<file path="config.mk">
export PLATFORM = sky130hd
export DESIGN_NAME = alu_issue_ctrl
export DESIGN_NICKNAME = d
export VERILOG_FILES = /design/src/rtl/alu_issue_ctrl.sv
export SDC_FILE = /design/constraint.sdc
export NUM_CORES = 1
export LEC_CHECK = 0
export CORE_AREA = 2 2 98 100
export DETAILED_ROUTE_END_ITERATION = 7
export DIE_AREA = 0 0 100 102
export DONT_BUFFER_PORTS = 1
export GPL_TIMING_DRIVEN = 1
export PLACE_DENSITY = 0.67
export SLEW_MARGIN = 20
export SYNTH_ARGS = -nofsm -noshare
export SYNTH_HDL_FRONTEND = slang
export SYNTH_SLANG_ARGS = --single-unit
</file>
<file path="constraint.sdc">
create_clock -name clk -period 3 [get_ports clk]
set_clock_uncertainty 0.15 [all_clocks]
set_input_delay 0.75 -clock clk [delete_from_list [all_inputs] [get_ports clk]]
set_output_delay 0.75 -clock clk [all_outputs]
set_load 0.01 [all_outputs]
</file>
<file path="src/rtl/alu_issue_ctrl.sv">
// alu_issue_ctrl: decodes integer ops, issues them to a combinational ALU and returns the result on a valid/ready channel
module alu_issue_ctrl #(
  parameter int XLEN = 32,
  parameter int ALU_LAT = 1
) (
  input  logic            clk,
  input  logic            rst,
  input  logic            req_valid,
  output logic            req_ready,
  input  logic [6:0]      req_opcode,
  input  logic [2:0]      req_funct3,
  input  logic [6:0]      req_funct7,
  input  logic [XLEN-1:0] req_rs1,
  input  logic [XLEN-1:0] req_rs2,
  input  logic [XLEN-1:0] req_imm,
  output logic [XLEN-1:0] alu_inp1,
  output logic [XLEN-1:0] alu_inp2,
  output logic [3:0]      alu_ctrl,
  input  logic [XLEN-1:0] alu_out1,
  output logic            rsp_valid,
  input  logic            rsp_ready,
  output logic [XLEN-1:0] rsp_data,
  output logic            rsp_illegal
);
  localparam logic [1:0] IDLE = 2'd0;
  localparam logic [1:0] EXEC = 2'd1;
  localparam logic [1:0] RESP = 2'd2;
  logic [1:0] state;
  logic [3:0] cnt;
  logic [3:0] ctrl;
  logic legal;
  logic is_r, is_i, f7z, f7s, immz, shift;
  logic [XLEN-1:0] op2, inp2;
  assign is_r = req_opcode == 7'b0110011;
  assign is_i = req_opcode == 7'b0010011;
  assign f7z = req_funct7 == 7'b0000000;
  assign f7s = req_funct7 == 7'b0100000;
  assign immz = req_imm[11:5] == 7'b0;
  assign shift = req_funct3[1:0] == 2'b01;
  assign op2 = is_r ? req_rs2 : req_imm;
  assign inp2 = shift ? {{(XLEN-5){1'b0}}, op2[4:0]} : op2;
  assign req_ready = state == IDLE;
  assign rsp_valid = state == RESP;
  // map funct3/funct7 to the ALU ctrl code and flag anything the ALU cannot do
  always_comb begin
    ctrl = 4'b1000;
    legal = 1'b0;
    case (req_funct3)
      3'b000: begin
        ctrl = (is_r & f7s) ? 4'b1010 : 4'b1000;
        legal = is_i | (is_r & (f7z | f7s));
      end
      3'b111: begin
        ctrl = 4'b1100;
        legal = is_i | (is_r & f7z);
      end
      3'b110: begin
        ctrl = 4'b1101;
        legal = is_i | (is_r & f7z);
      end
      3'b001: begin
        ctrl = 4'b0000;
        legal = (is_r & f7z) | (is_i & immz);
      end
      3'b101: begin
        ctrl = 4'b0010;
        legal = (is_r & f7z) | (is_i & immz);
      end
      default: ;
    endcase
  end
  // issue / settle / respond sequencing; illegal ops skip the ALU entirely
  always_ff @(posedge clk) begin
    if (rst) begin
      state <= IDLE;
      cnt <= 4'd0;
      rsp_data <= '0;
      rsp_illegal <= 1'b0;
      alu_inp1 <= '0;
      alu_inp2 <= '0;
      alu_ctrl <= 4'b1000;
    end else begin
      case (state)
        IDLE: if (req_valid) begin
          if (legal) begin
            alu_inp1 <= req_rs1;
            alu_inp2 <= inp2;
            alu_ctrl <= ctrl;
            cnt <= 4'(ALU_LAT - 1);
            state <= EXEC;
          end else begin
            rsp_data <= '0;
            rsp_illegal <= 1'b1;
            state <= RESP;
          end
        end
        EXEC: if (cnt != 4'd0) cnt <= cnt - 4'd1;
        else begin
          rsp_data <= alu_out1;
          rsp_illegal <= 1'b0;
          state <= RESP;
        end
        RESP: if (rsp_ready) state <= IDLE;
        default: state <= IDLE;
      endcase
    end
  end
endmodule
</file>
==> flow_summary.rst <==
.. list-table::
   :header-rows: 1

   * - Metric
     - Value
   * - Final cycle utilization of the critical path
     - 76.96%
   * - CP Data Required Time
     - 3.11 ns
   * - Total of buffers placed on input and output ports
     - 0
   * - Synth Net Count
     - 681
   * - Post-synthesis async set-or-reset flop share
     - 0%
   * - Kind of launch point of the worst setup path
     - primary input
   * - Placed wire-length estimate after detailed placement
     - 8.774 mm
   * - Kind of capture point of the worst setup path
     - flip-flop
   * - Total Power Consumption
     - 2.367 mW
   * - Maximum number of pins on one net before global-route repair
     - 82
   * - Relative contribution of sequential cells to total power
     - 60.3%
   * - Critical Path Fanout Max
     - 31
   * - Site Rows
     - 35
   * - Clock buffer count from CTS
     - 9
   * - Number of ports placed on the die boundary
     - between 200 and 300
   * - Detailed-route DRC error count
     - 0
   * - Via density per instance
     - roughly 6.7
   * - Slowest cell delay on critical path
     - roughly 0.42 ns
   * - Hold_buf cts
     - 0
   * - Final hold viol count
     - 0
   * - Die boundary height
     - 102 um
   * - Combined global-route utilization of all metal layers
     - 23.65%
   * - CP cell instances
     - nand4bb_4, a2111o_1, a21oi_2, a32o_2, nand2_1, buf_4, o31ai_1
   * - Most used flip-flop cell after synthesis
     - sky130_fd_sc_hd__dfxtp_1
   * - Layout fillers
     - 840
   * - Worst hold slack
     - 0.2898 ns
   * - Sum of overflow across all layers after global routing
     - 0
   * - Status
     - complete, no violations
   * - Post-CTS Setup Bufs
     - 0
   * - Ant diodes
     - 0
   * - Tightest Pin Transition
     - 0.6385 ns
   * - Count of different cell masters after synthesis
     - 42
   * - Post_cts resized
     - 0
   * - Slowest cell on the critical path
     - sky130_fd_sc_hd__a2111o_1
   * - Full die area
     - 10200 um2
   * - Power Internal
     - 1.787 mW
   * - Worst voltage drop across the vdd grid
     - 0.1899 mV
   * - DIE WIDTH
     - around 100 um
   * - Iteration-0 DRC Markers
     - roughly 190
   * - Class of the tightest hold or removal check
     - primary input to flip-flop
   * - Static Leak
     - 1.460 nW
   * - Post-synthesis sequential area ratio
     - a little under half
   * - Data arrival time at the worst-slack endpoint
     - 2.42 ns
   * - Combinational Power Share
     - 5.5%
   * - Syn Inst Count
     - 530
   * - Yosys warning total
     - 0
   * - Root buffer cell
     - sky130_fd_sc_hd__clkbuf_8
   * - Antenna-violating nets left
     - 0
   * - Switch share
     - 24.52%
   * - Clock slew at reported path FFs
     - 0.11 ns
   * - Power per cell area
     - 477.1 nW/um2
   * - Number of global-route vias before repair
     - 3719
   * - Library cell with the highest instance count after synthesis
     - sky130_fd_sc_hd__dfxtp_1
   * - CTS Sinks
     - approximately 110
   * - Final Max Tran Viols
     - 0
   * - Mean instance size in the synthesized netlist
     - 8.893 um2
   * - Most instantiated cells after synthesis
     - sky130_fd_sc_hd__dfxtp_1 (107), sky130_fd_sc_hd__a21oi_1 (76), sky130_fd_sc_hd__nand3_1 (67), sky130_fd_sc_hd__clkbuf_1 (39), sky130_fd_sc_hd__o21ai_1 (35)
   * - Final GP Congestion
     - 0.8281
   * - Placement Cell Area
     - 4783 um2
   * - Initial antenna violation count
     - 0
   * - Largest cells by area after synthesis
     - sky130_fd_sc_hd__dfxtp_1 (45%), sky130_fd_sc_hd__a21oi_1 (8.1%), sky130_fd_sc_hd__nand3_1 (7.1%)
   * - Largest area contributor in the synthesized netlist
     - sky130_fd_sc_hd__dfxtp_1
   * - Drt first pass iters
     - 4
   * - Area of the placeable core
     - 9109 um2
   * - Final standard cell area without fillers
     - 4962 um2
   * - Clock share of power
     - 34.3%
   * - Clock Path Buffers
     - 2
   * - Number of enable-type register cells in the synthesized netlist
     - 0
   * - Number of failing setup endpoints in the final timing report
     - 0
   * - RSZ-0062 raised after global routing
     - false
   * - Global-route wire length before repair
     - just under 20 mm
   * - Count of nets after finishing
     - between 600 and 700
   * - Wire length after detailed routing
     - 12.90 mm
   * - Max_slew headroom
     - 57.44%
   * - Depth of the CTS H-tree
     - 3
   * - Final critical path time including I/O delays and setup
     - 2.309 ns
   * - Via count of the routed design
     - a little over 4000
   * - Category of the critical setup timing path
     - primary input to flip-flop
   * - Synthesized flop and latch total
     - 107
   * - Avg WL per Cell
     - 20.98 um
   * - Layout overhead on the synthesized area
     - 5.283%
   * - Netlist area before placement
     - about 4700 um2
   * - Later-pin clock latency in the skew report
     - 0.35 ns
   * - Max-capacitance violation count
     - 0
   * - Area share of the largest cell type after synthesis
     - 45.45%
   * - Sw power
     - ~580 uW
   * - Final TNS setup
     - 0 ns
   * - Initial core utilization
     - 51.74%
   * - Layout cells sized above 1
     - 8.135%
   * - Achievable clock frequency
     - 433.1 MHz
   * - TritonCTS clock tree
     - done
==> power groups by stage <==
stage	Clock [mW]	Combinational (mW)	Sequential, mW
global route	0.910	0.140	1.43
floorplan	0	0.111	1.46
finish	0.811	0.129	1.43
detailed placement	0	0.129	1.46
global placement	0	0.126	1.46
CTS	0.836	0.129	1.43
==> routing by layer <==
layer  vias up  routed length (um)  share of wire (%)  global-route usage [%]
li1       1943                   -                  -                       -
met1      1982                5140                 40                   28.32
met2       180                6489                 50                   40.70
met3        17                1079                8.4                   6.840
met4         0                 194                1.5                   8.641
met5         -                   0                  0                       0
==> kinds of logic after synthesis <==
| kind of cell | synth area share [%] |
|---|---|
| compound gates | 29.41 |
| fa+ha+maj | 0.5308 |
| buf+inv | 5.362 |
| simple gates | 12.45 |
| flops | 45.45 |
| mux | 6.796 |
==> area by class of cell <==
class | count | area (um2) | area share [%]
Multi-Input combinational cell | 361 | 2346 | 47.28
Clock inverter | 5 | 37.54 | 0.7564
Clock buffer | 11 | 141.4 | 2.849
Inverter | 5 | 18.77 | 0.3782
Tap cell | 111 | 138.9 | 2.799
Timing Repair Buffer | 15 | 137.6 | 2.774
Sequential cell | 107 | 2142 | 43.17
==> worst paths after layout <==
path                            slack, ns           end  depth (start not counted)           from
worst min register to register       0.35        cnt[0]                          2         cnt[0]
worst max-delay path                 0.69  alu_inp2[26]                          7  req_opcode[2]
worst min-delay path                 0.29  alu_inp1[10]                          1            rst
worst max register to register       1.01  rsp_data[30]                          6         cnt[0]
==> through the flow <==
| step | utilization, % | std cells | worst slack [ns] |
|---|---|---|---|
| after floorplan | - | 530 | 0.4592 |
| after global placement | 52.51 | 599 | 0.3500 |
| after detailed placement | 52.51 | 599 | 0.3004 |
| after CTS | 54.48 | 615 | 0.6973 |
| after global routing | 54.48 | 615 | 0.5862 |
| final | 54.48 | 615 | 0.6913 |
==> flip-flops by register name (all words and copies together) (netlist names) <==
signal	flops
alu_inp1	32
state	2
rsp_data	32
rsp_illegal	1
alu_ctrl	4
cnt	4
alu_inp2	32
==> worst max-delay path, delay by kind of cell <==
family,cells,cell delay (ns)
AO/OA/AOI/OAI,4,1.10
AND/OR/NAND/NOR,2,0.30
buffers and inverters,1,0.25
==> placed cells by master, fill, tap and decap left out, drive strengths merged, types with 6 or more instances in the layout <==
| cell type | netlist | routed |
|---|---|---|
| dfxtp | 107 | 107 |
| clkbuf | 39 | 11 |
| nand2 | 9 | 9 |
| o21ai | 35 | 35 |
| nor3 | 9 | 9 |
| mux2i | 32 | 32 |
| a21oi | 77 | 77 |
| nor2 | 6 | 6 |
| nand3 | 67 | 67 |
| o31ai | 27 | 27 |
| o211ai | 27 | 27 |
| buf | 18 | 15 |
| a22oi | 32 | 32 |
Note: power is estimated with default switching activity, not from simulation.
